## src/rtl/native_bus_pkg.sv

```systemverilog
// Shared types and constants for the native parallel bus request path:
// FSM encoding, the command word carried through the FIFO, and the idle-bus value.
package native_bus_pkg;

    localparam int NB_ADDR_WIDTH = 8;
    localparam int NB_DATA_WIDTH = 8;
    localparam int CNT_WIDTH     = 4;

    typedef enum logic [1:0] {
        ST_IDLE   = 2'd0,
        ST_ACCESS = 2'd1,
        ST_RESP   = 2'd2
    } state_t;

    typedef struct packed {
        logic                     r_wn;
        logic [NB_ADDR_WIDTH-1:0] addr;
        logic [NB_DATA_WIDTH-1:0] wdata;
    } bus_cmd_t;

    localparam logic                     IDLE_R_WN  = 1'b1;
    localparam logic [NB_ADDR_WIDTH-1:0] IDLE_ADDR  = '0;
    localparam logic [NB_DATA_WIDTH-1:0] IDLE_WDATA = '0;

    localparam bus_cmd_t BUS_IDLE = '{r_wn: IDLE_R_WN, addr: IDLE_ADDR, wdata: IDLE_WDATA};

endpackage

```

## src/rtl/sync_fifo.sv

```systemverilog
// Single-clock FIFO of bus commands with registered occupancy count.
// DEPTH must be a power of two so the pointers wrap naturally.
module sync_fifo
    import native_bus_pkg::*;
#(
    parameter type T     = bus_cmd_t,
    parameter int  DEPTH = 4
) (
    input  logic clk,
    input  logic rst,
    input  logic i_push,
    input  T     i_push_data,
    input  logic i_pop,
    output T     o_pop_data,
    output logic o_full,
    output logic o_empty
);

    localparam int PW = $clog2(DEPTH);

    T               r_mem [DEPTH];
    logic [PW-1:0]  r_wr_ptr;
    logic [PW-1:0]  r_rd_ptr;
    logic [PW:0]    r_count;
    logic           w_do_push;
    logic           w_do_pop;

    // Push is gated by the registered full flag only, so a same-cycle pop never frees a slot early.
    assign w_do_push  = i_push && !o_full;
    assign w_do_pop   = i_pop && !o_empty;
    assign o_full     = (r_count == (PW+1)'(DEPTH));
    assign o_empty    = (r_count == '0);
    assign o_pop_data = r_mem[r_rd_ptr];

    // NOTE: storage has no reset; the count and pointers alone define which entries are valid.
    always_ff @(posedge clk) begin
        if (w_do_push) begin
            r_mem[r_wr_ptr] <= i_push_data;
        end
    end

    always_ff @(posedge clk) begin
        if (rst) begin
            r_wr_ptr <= '0;
            r_rd_ptr <= '0;
            r_count  <= '0;
        end else begin
            if (w_do_push) begin
                r_wr_ptr <= r_wr_ptr + 1'b1;
            end
            if (w_do_pop) begin
                r_rd_ptr <= r_rd_ptr + 1'b1;
            end
            case ({w_do_push, w_do_pop})
                2'b10:   r_count <= r_count + 1'b1;
                2'b01:   r_count <= r_count - 1'b1;
                default: r_count <= r_count;
            endcase
        end
    end

endmodule

```

## src/rtl/bus_req_bridge.sv

```systemverilog
// Request front-end for the native parallel bus: queues commands, runs one bus access
// at a time with a fixed wait, and returns one in-order response per command.
module bus_req_bridge
    import native_bus_pkg::*;
#(
    parameter int ADDR_WIDTH  = NB_ADDR_WIDTH,
    parameter int DATA_WIDTH  = NB_DATA_WIDTH,
    parameter int FIFO_DEPTH  = 4,
    parameter int WAIT_CYCLES = 2,
    parameter int BASE0       = 0,
    parameter int RANGE0      = 8,
    parameter int BASE1       = 32,
    parameter int RANGE1      = 128
) (
    input  logic                  clk,
    input  logic                  rst,
    input  logic                  req_valid,
    output logic                  req_ready,
    input  logic                  req_r_wn,
    input  logic [ADDR_WIDTH-1:0] req_addr,
    input  logic [DATA_WIDTH-1:0] req_wdata,
    output logic                  rsp_valid,
    input  logic                  rsp_ready,
    output logic [DATA_WIDTH-1:0] rsp_rdata,
    output logic                  rsp_err,
    output logic                  r_wn,
    output logic [ADDR_WIDTH-1:0] addr,
    output logic [DATA_WIDTH-1:0] wdata,
    input  logic [DATA_WIDTH-1:0] rdata,
    output logic                  busy
);

    localparam logic [ADDR_WIDTH:0] BASE0_X  = (ADDR_WIDTH+1)'(BASE0);
    localparam logic [ADDR_WIDTH:0] RANGE0_X = (ADDR_WIDTH+1)'(RANGE0);
    localparam logic [ADDR_WIDTH:0] BASE1_X  = (ADDR_WIDTH+1)'(BASE1);
    localparam logic [ADDR_WIDTH:0] RANGE1_X = (ADDR_WIDTH+1)'(RANGE1);

    state_t                 r_state;
    bus_cmd_t               r_bus;
    logic [CNT_WIDTH-1:0]   r_cnt;
    logic                   r_rsp_valid;
    logic [DATA_WIDTH-1:0]  r_rsp_rdata;
    logic                   r_rsp_err;

    bus_cmd_t               w_cmd_in;
    bus_cmd_t               w_head;
    logic                   w_full;
    logic                   w_empty;
    logic                   w_pop;
    logic [ADDR_WIDTH:0]    w_off0;
    logic [ADDR_WIDTH:0]    w_off1;
    logic                   w_hit;

    assign w_cmd_in = '{r_wn: req_r_wn, addr: req_addr, wdata: req_wdata};
    assign w_pop    = (r_state == ST_IDLE) && !w_empty;

    sync_fifo #(
        .T     (bus_cmd_t),
        .DEPTH (FIFO_DEPTH)
    ) u_fifo (
        .clk         (clk),
        .rst         (rst),
        .i_push      (req_valid),
        .i_push_data (w_cmd_in),
        .i_pop       (w_pop),
        .o_pop_data  (w_head),
        .o_full      (w_full),
        .o_empty     (w_empty)
    );

    // One extra bit keeps addresses below a base from wrapping into the window.
    assign w_off0 = {1'b0, w_head.addr} - BASE0_X;
    assign w_off1 = {1'b0, w_head.addr} - BASE1_X;
    assign w_hit  = (w_off0 < RANGE0_X) || (w_off1 < RANGE1_X);

    // NOTE: state registers use non-blocking assignments so every branch sees pre-edge values.
    always_ff @(posedge clk) begin
        if (rst) begin
            r_state     <= ST_IDLE;
            r_bus       <= BUS_IDLE;
            r_cnt       <= '0;
            r_rsp_valid <= 1'b0;
            r_rsp_rdata <= '0;
            r_rsp_err   <= 1'b0;
        end else begin
            case (r_state)
                ST_IDLE: begin
                    if (!w_empty) begin
                        if (w_hit) begin
                            r_bus     <= '{r_wn:  w_head.r_wn,
                                           addr:  w_head.addr,
                                           wdata: w_head.r_wn ? IDLE_WDATA : w_head.wdata};
                            r_cnt     <= CNT_WIDTH'(WAIT_CYCLES);
                            r_rsp_err <= 1'b0;
                            r_state   <= ST_ACCESS;
                        end else begin
                            r_rsp_err   <= 1'b1;
                            r_rsp_rdata <= '0;
                            r_state     <= ST_RESP;
                        end
                    end
                end
                ST_ACCESS: begin
                    if (r_cnt == '0) begin
                        r_rsp_rdata <= r_bus.r_wn ? rdata : '0;
                        r_bus       <= BUS_IDLE;
                        r_rsp_valid <= 1'b1;
                        r_state     <= ST_RESP;
                    end else begin
                        r_cnt <= r_cnt - 1'b1;
                    end
                end
                ST_RESP: begin
                    // A miss enters RESP with valid still low, so it is raised here one cycle later.
                    if (!r_rsp_valid) begin
                        r_rsp_valid <= 1'b1;
                    end else if (rsp_ready) begin
                        r_rsp_valid <= 1'b0;
                        r_state     <= ST_IDLE;
                    end
                end
                default: begin
                    r_state <= ST_IDLE;
                end
            endcase
        end
    end

    assign req_ready = !w_full;
    assign busy      = !w_empty || (r_state != ST_IDLE);
    assign rsp_valid = r_rsp_valid;
    assign rsp_rdata = r_rsp_rdata;
    assign rsp_err   = r_rsp_err;
    assign r_wn      = r_bus.r_wn;
    assign addr      = r_bus.addr;
    assign wdata     = r_bus.wdata;

endmodule

```

## config.mk

```make
export PLATFORM = sky130hd
export DESIGN_NAME = bus_req_bridge
export DESIGN_NICKNAME = d
export VERILOG_FILES = /design/src/rtl/native_bus_pkg.sv /design/src/rtl/sync_fifo.sv /design/src/rtl/bus_req_bridge.sv
export SDC_FILE = /design/constraint.sdc
export NUM_CORES = 1
export LEC_CHECK = 0
export ABC_AREA = 1
export CORE_AREA = 5 5 109 85
export CTS_CLUSTER_DIAMETER = 40
export DETAILED_ROUTE_END_ITERATION = 6
export DIE_AREA = 0 0 114 90
export PLACE_DENSITY = 0.83
export SLEW_MARGIN = 20
export SYNTH_ARGS = -nofsm -noshare
export SYNTH_HDL_FRONTEND = slang
export SYNTH_SLANG_ARGS = --single-unit
```

## constraint.sdc

```tcl
create_clock -name clk -period 3.66 [get_ports clk]
set_input_delay 0.915 -clock clk [delete_from_list [all_inputs] [get_ports clk]]
set_output_delay 0.915 -clock clk [all_outputs]
set_load 0.02 [all_outputs]
```

==> results.yml <==
yosys:
  synth_nets: 509
  ys_ff_latch: 110
  yosys_warnings: 0
  syn_area_per_cell_um2: 9.82
  synth_cell_types: 32
  netlist_instances: 472
  yosysSeqAreaShare_pct: 62.2
  syn-cell-area_um2: 4630
timing:
  period_minus_slack_ns: 2.68
  setup_viol: 0
  finClkSkew_ns: 0.00896
  fin_tns_setup_ns: 0
  relSlewSlack_pct: 66.5
  fin_crit_sh_pct: 73.1
  hold_viol_final: 0
  slew_violations: 0
  tightest_slew_ns: 0.501
  fmax_mhz: 374
  rsz0062_at_grt: "no"
setup_path:
  path_cells: "nor2_2 -> nand4_1 -> clkdlybuf4s50_1"
  path_class: "reg2out"
  crit_arrival_ns: 1.76
  path_delay_family: "buffers and inverters"
  worst_path_max_delay_cell: "clkdlybuf4s50_1"
  worstSetupEndpointType: "primary output"
  cp_num_buf_inv: 1
  critical_path.max_stage_delay_ns: 0.60
  crit_required_ns: 2.74
  ff2ff_setup_slack_ns: 1.47
  worst_setup_path_start_kind: "flip-flop"
  cp_max_fo: 4
cts:
  clock_path_buffers: 2
  cts_root_buf: "clkbuf_8"
  post_cts_resized: 0
  cts_tree: "yes"
  clk_latency_ns: 0.36
  cts_setup_buffers: 0
  clkTransAtPathRegs_ns: 0.10
  holdBufCountCts: 0
  numCtsBuffers: 9
  clock_sinks: 110
  cts_max_level: 3
detailed_routing:
  drtAntennaViolNets: 0
  wl_per_cell_um: 15.4
  drc: 0
  detail_route.first_pass.iterations: 4
  drt-total-wl_um: 9800
  drt_iter0_markers: 320
  vias: 3425
  viasPerCell: 5.37
power_and_ir_drop:
  ir_drop_uv: 507
  powerDensity_nw_per_um2: 791
  leakage_uw: 0.00215
die:
  io_pins: 58
  initial_utilization_pct: 56.8
  die_w_um: 114
  dieArea_um2: 10300
  core_area_um2: 8160
  rows: 29
  die_h_um: 90
cells_and_area:
  fin_nets: 563
  drive_gt1_share_pct: 6.23
  diodes: 0
  layout_common_cells: "nand2_1, edfxtp_1, clkdlybuf4s50_1, nor2_1"
  fin_util_pct: 67.2
  nFillCells: 647
  final_common_cell: "nand2_1"
  area_delta_synth_final_pct: 18.4
global_routing:
  grt.overflow.total: 0
  grt_pass1_wl_um: 16300
  antenna_found_initial: 0
  grt_max_degree: 35
  first_global_vias: 3346
  grt_use_total_pct: 19.9
min_path:
  min_path_type: "reg2reg"
place:
  gp_congestion: 0.775
  dp_hpwl_um: 6640
  portBuffers: 57
status:
  status: "finished, final reports clean"
run:
  drv_cap: 0
[sequential cells by signal, indices dropped and copies added (netlist names), named ones only]
register	flops
addr	8
u_fifo.r_rd_ptr	2
u_fifo.r_wr_ptr	2
wdata	8
r_wn	1
u_fifo.r_count	3
r_state	2
u_fifo.r_mem	68
rsp_err	1
rsp_rdata	8
r_cnt	4
rsp_valid	1
[cell families after synthesis]
group | Yosys count | synth area share, %
adder cells (fa/ha/maj) | 8 | 2.32
AO/OA/AOI/OAI | 68 | 8.05
buffers and inverters | 65 | 6.27
XOR/XNOR | 2 | 0.378
flip-flops | 110 | 62.2
AND/OR/NAND/NOR | 219 | 20.8
[worst min-delay path, cell delays in order, from the launching register on]
cell     delay (ns)
dfxtp_1        0.32
nand2_1        0.06
a21oi_1        0.05
[synth_stat cells]
cell type	number	area, um^2
buf_4	1	7.51
o2bb2ai_1	1	8.76
inv_2	1	3.75
nand2_1	114	428
xor2_1	1	8.76
o21ai_1	1	5.00
o21ai_0	22	110
inv_4	1	6.26
nand4_1	15	93.8
a41oi_1	1	8.76
dfxtp_1	42	841
nand3_1	31	155
xnor2_1	1	8.76
nor2_1	48	180
a31oi_1	1	6.26
inv_1	42	158
a21oi_1	32	160
ha_1	7	87.6
buf_1	1	3.75
fa_1	1	20.0
buf_6	4	45.0
a221oi_1	3	26.3
edfxtp_1	68	2040
nor2_2	3	18.8
nand3_2	3	30.0
o22ai_1	6	37.5
buf_2	8	40.0
nand3_4	2	35.0
nand2_4	1	11.3
clkbuf_1	7	26.3
nor3_1	2	10.0
o211a_1	1	10.0
[final timing paths]
| check | startpoint | cells after the start | end |
|---|---|---|---|
| setup reg to reg | r_state[0] | 10 | u_fifo.r_count[2] |
| hold / removal | rsp_rdata[7] | 2 | rsp_rdata[7] |
| hold reg to reg | rsp_rdata[7] | 2 | rsp_rdata[7] |
| setup / recovery | r_state[0] | 3 | busy |
[final cells by class]
type	count	area (um^2)	area share (%)
Tap cell	108	135	2.46
Multi-Input combinational cell	297	1460	26.6
Clock buffer	9	124	2.26
Timing Repair Buffer	64	623	11.4
Sequential cell	110	2880	52.5
Inverter	44	168	3.06
Clock inverter	6	93.8	1.71
[routing by layer]
| metal | GRT usage (%) | share of wire [%] | up-vias |
|---|---|---|---|
| met3 | 4.36 | 6.2 | 9 |
| met4 | 5.84 | 1.2 | 0 |
| li1 | - | - | 1696 |
| met5 | 0 | 0 | - |
| met1 | 25.8 | 43 | 1611 |
| met2 | 33.5 | 50 | 109 |
[power by group]
group | switching (uW) | internal (uW)
clock | 397 | 388
sequential | 99.8 | 1520
combinational | 1300 | 640
total | 1790 | 2550
[per-stage QoR]
stage	setup WS [ns]	std cells	instance area [um^2]	total power [uW]	hold WS, ns
6_report	0.984	638	5490	4340	0.474
5_1_grt	0.891	638	5490	4690	0.498
4_1_cts	0.974	638	5490	4350	0.470
3_5_place_dp	0.862	623	5270	3570	0.458
3_3_place_gp	0.974	623	5270	3480	0.441
2_1_floorplan	1.44	472	4630	3080	0.422
Note: power is estimated with default switching activity, not from simulation.
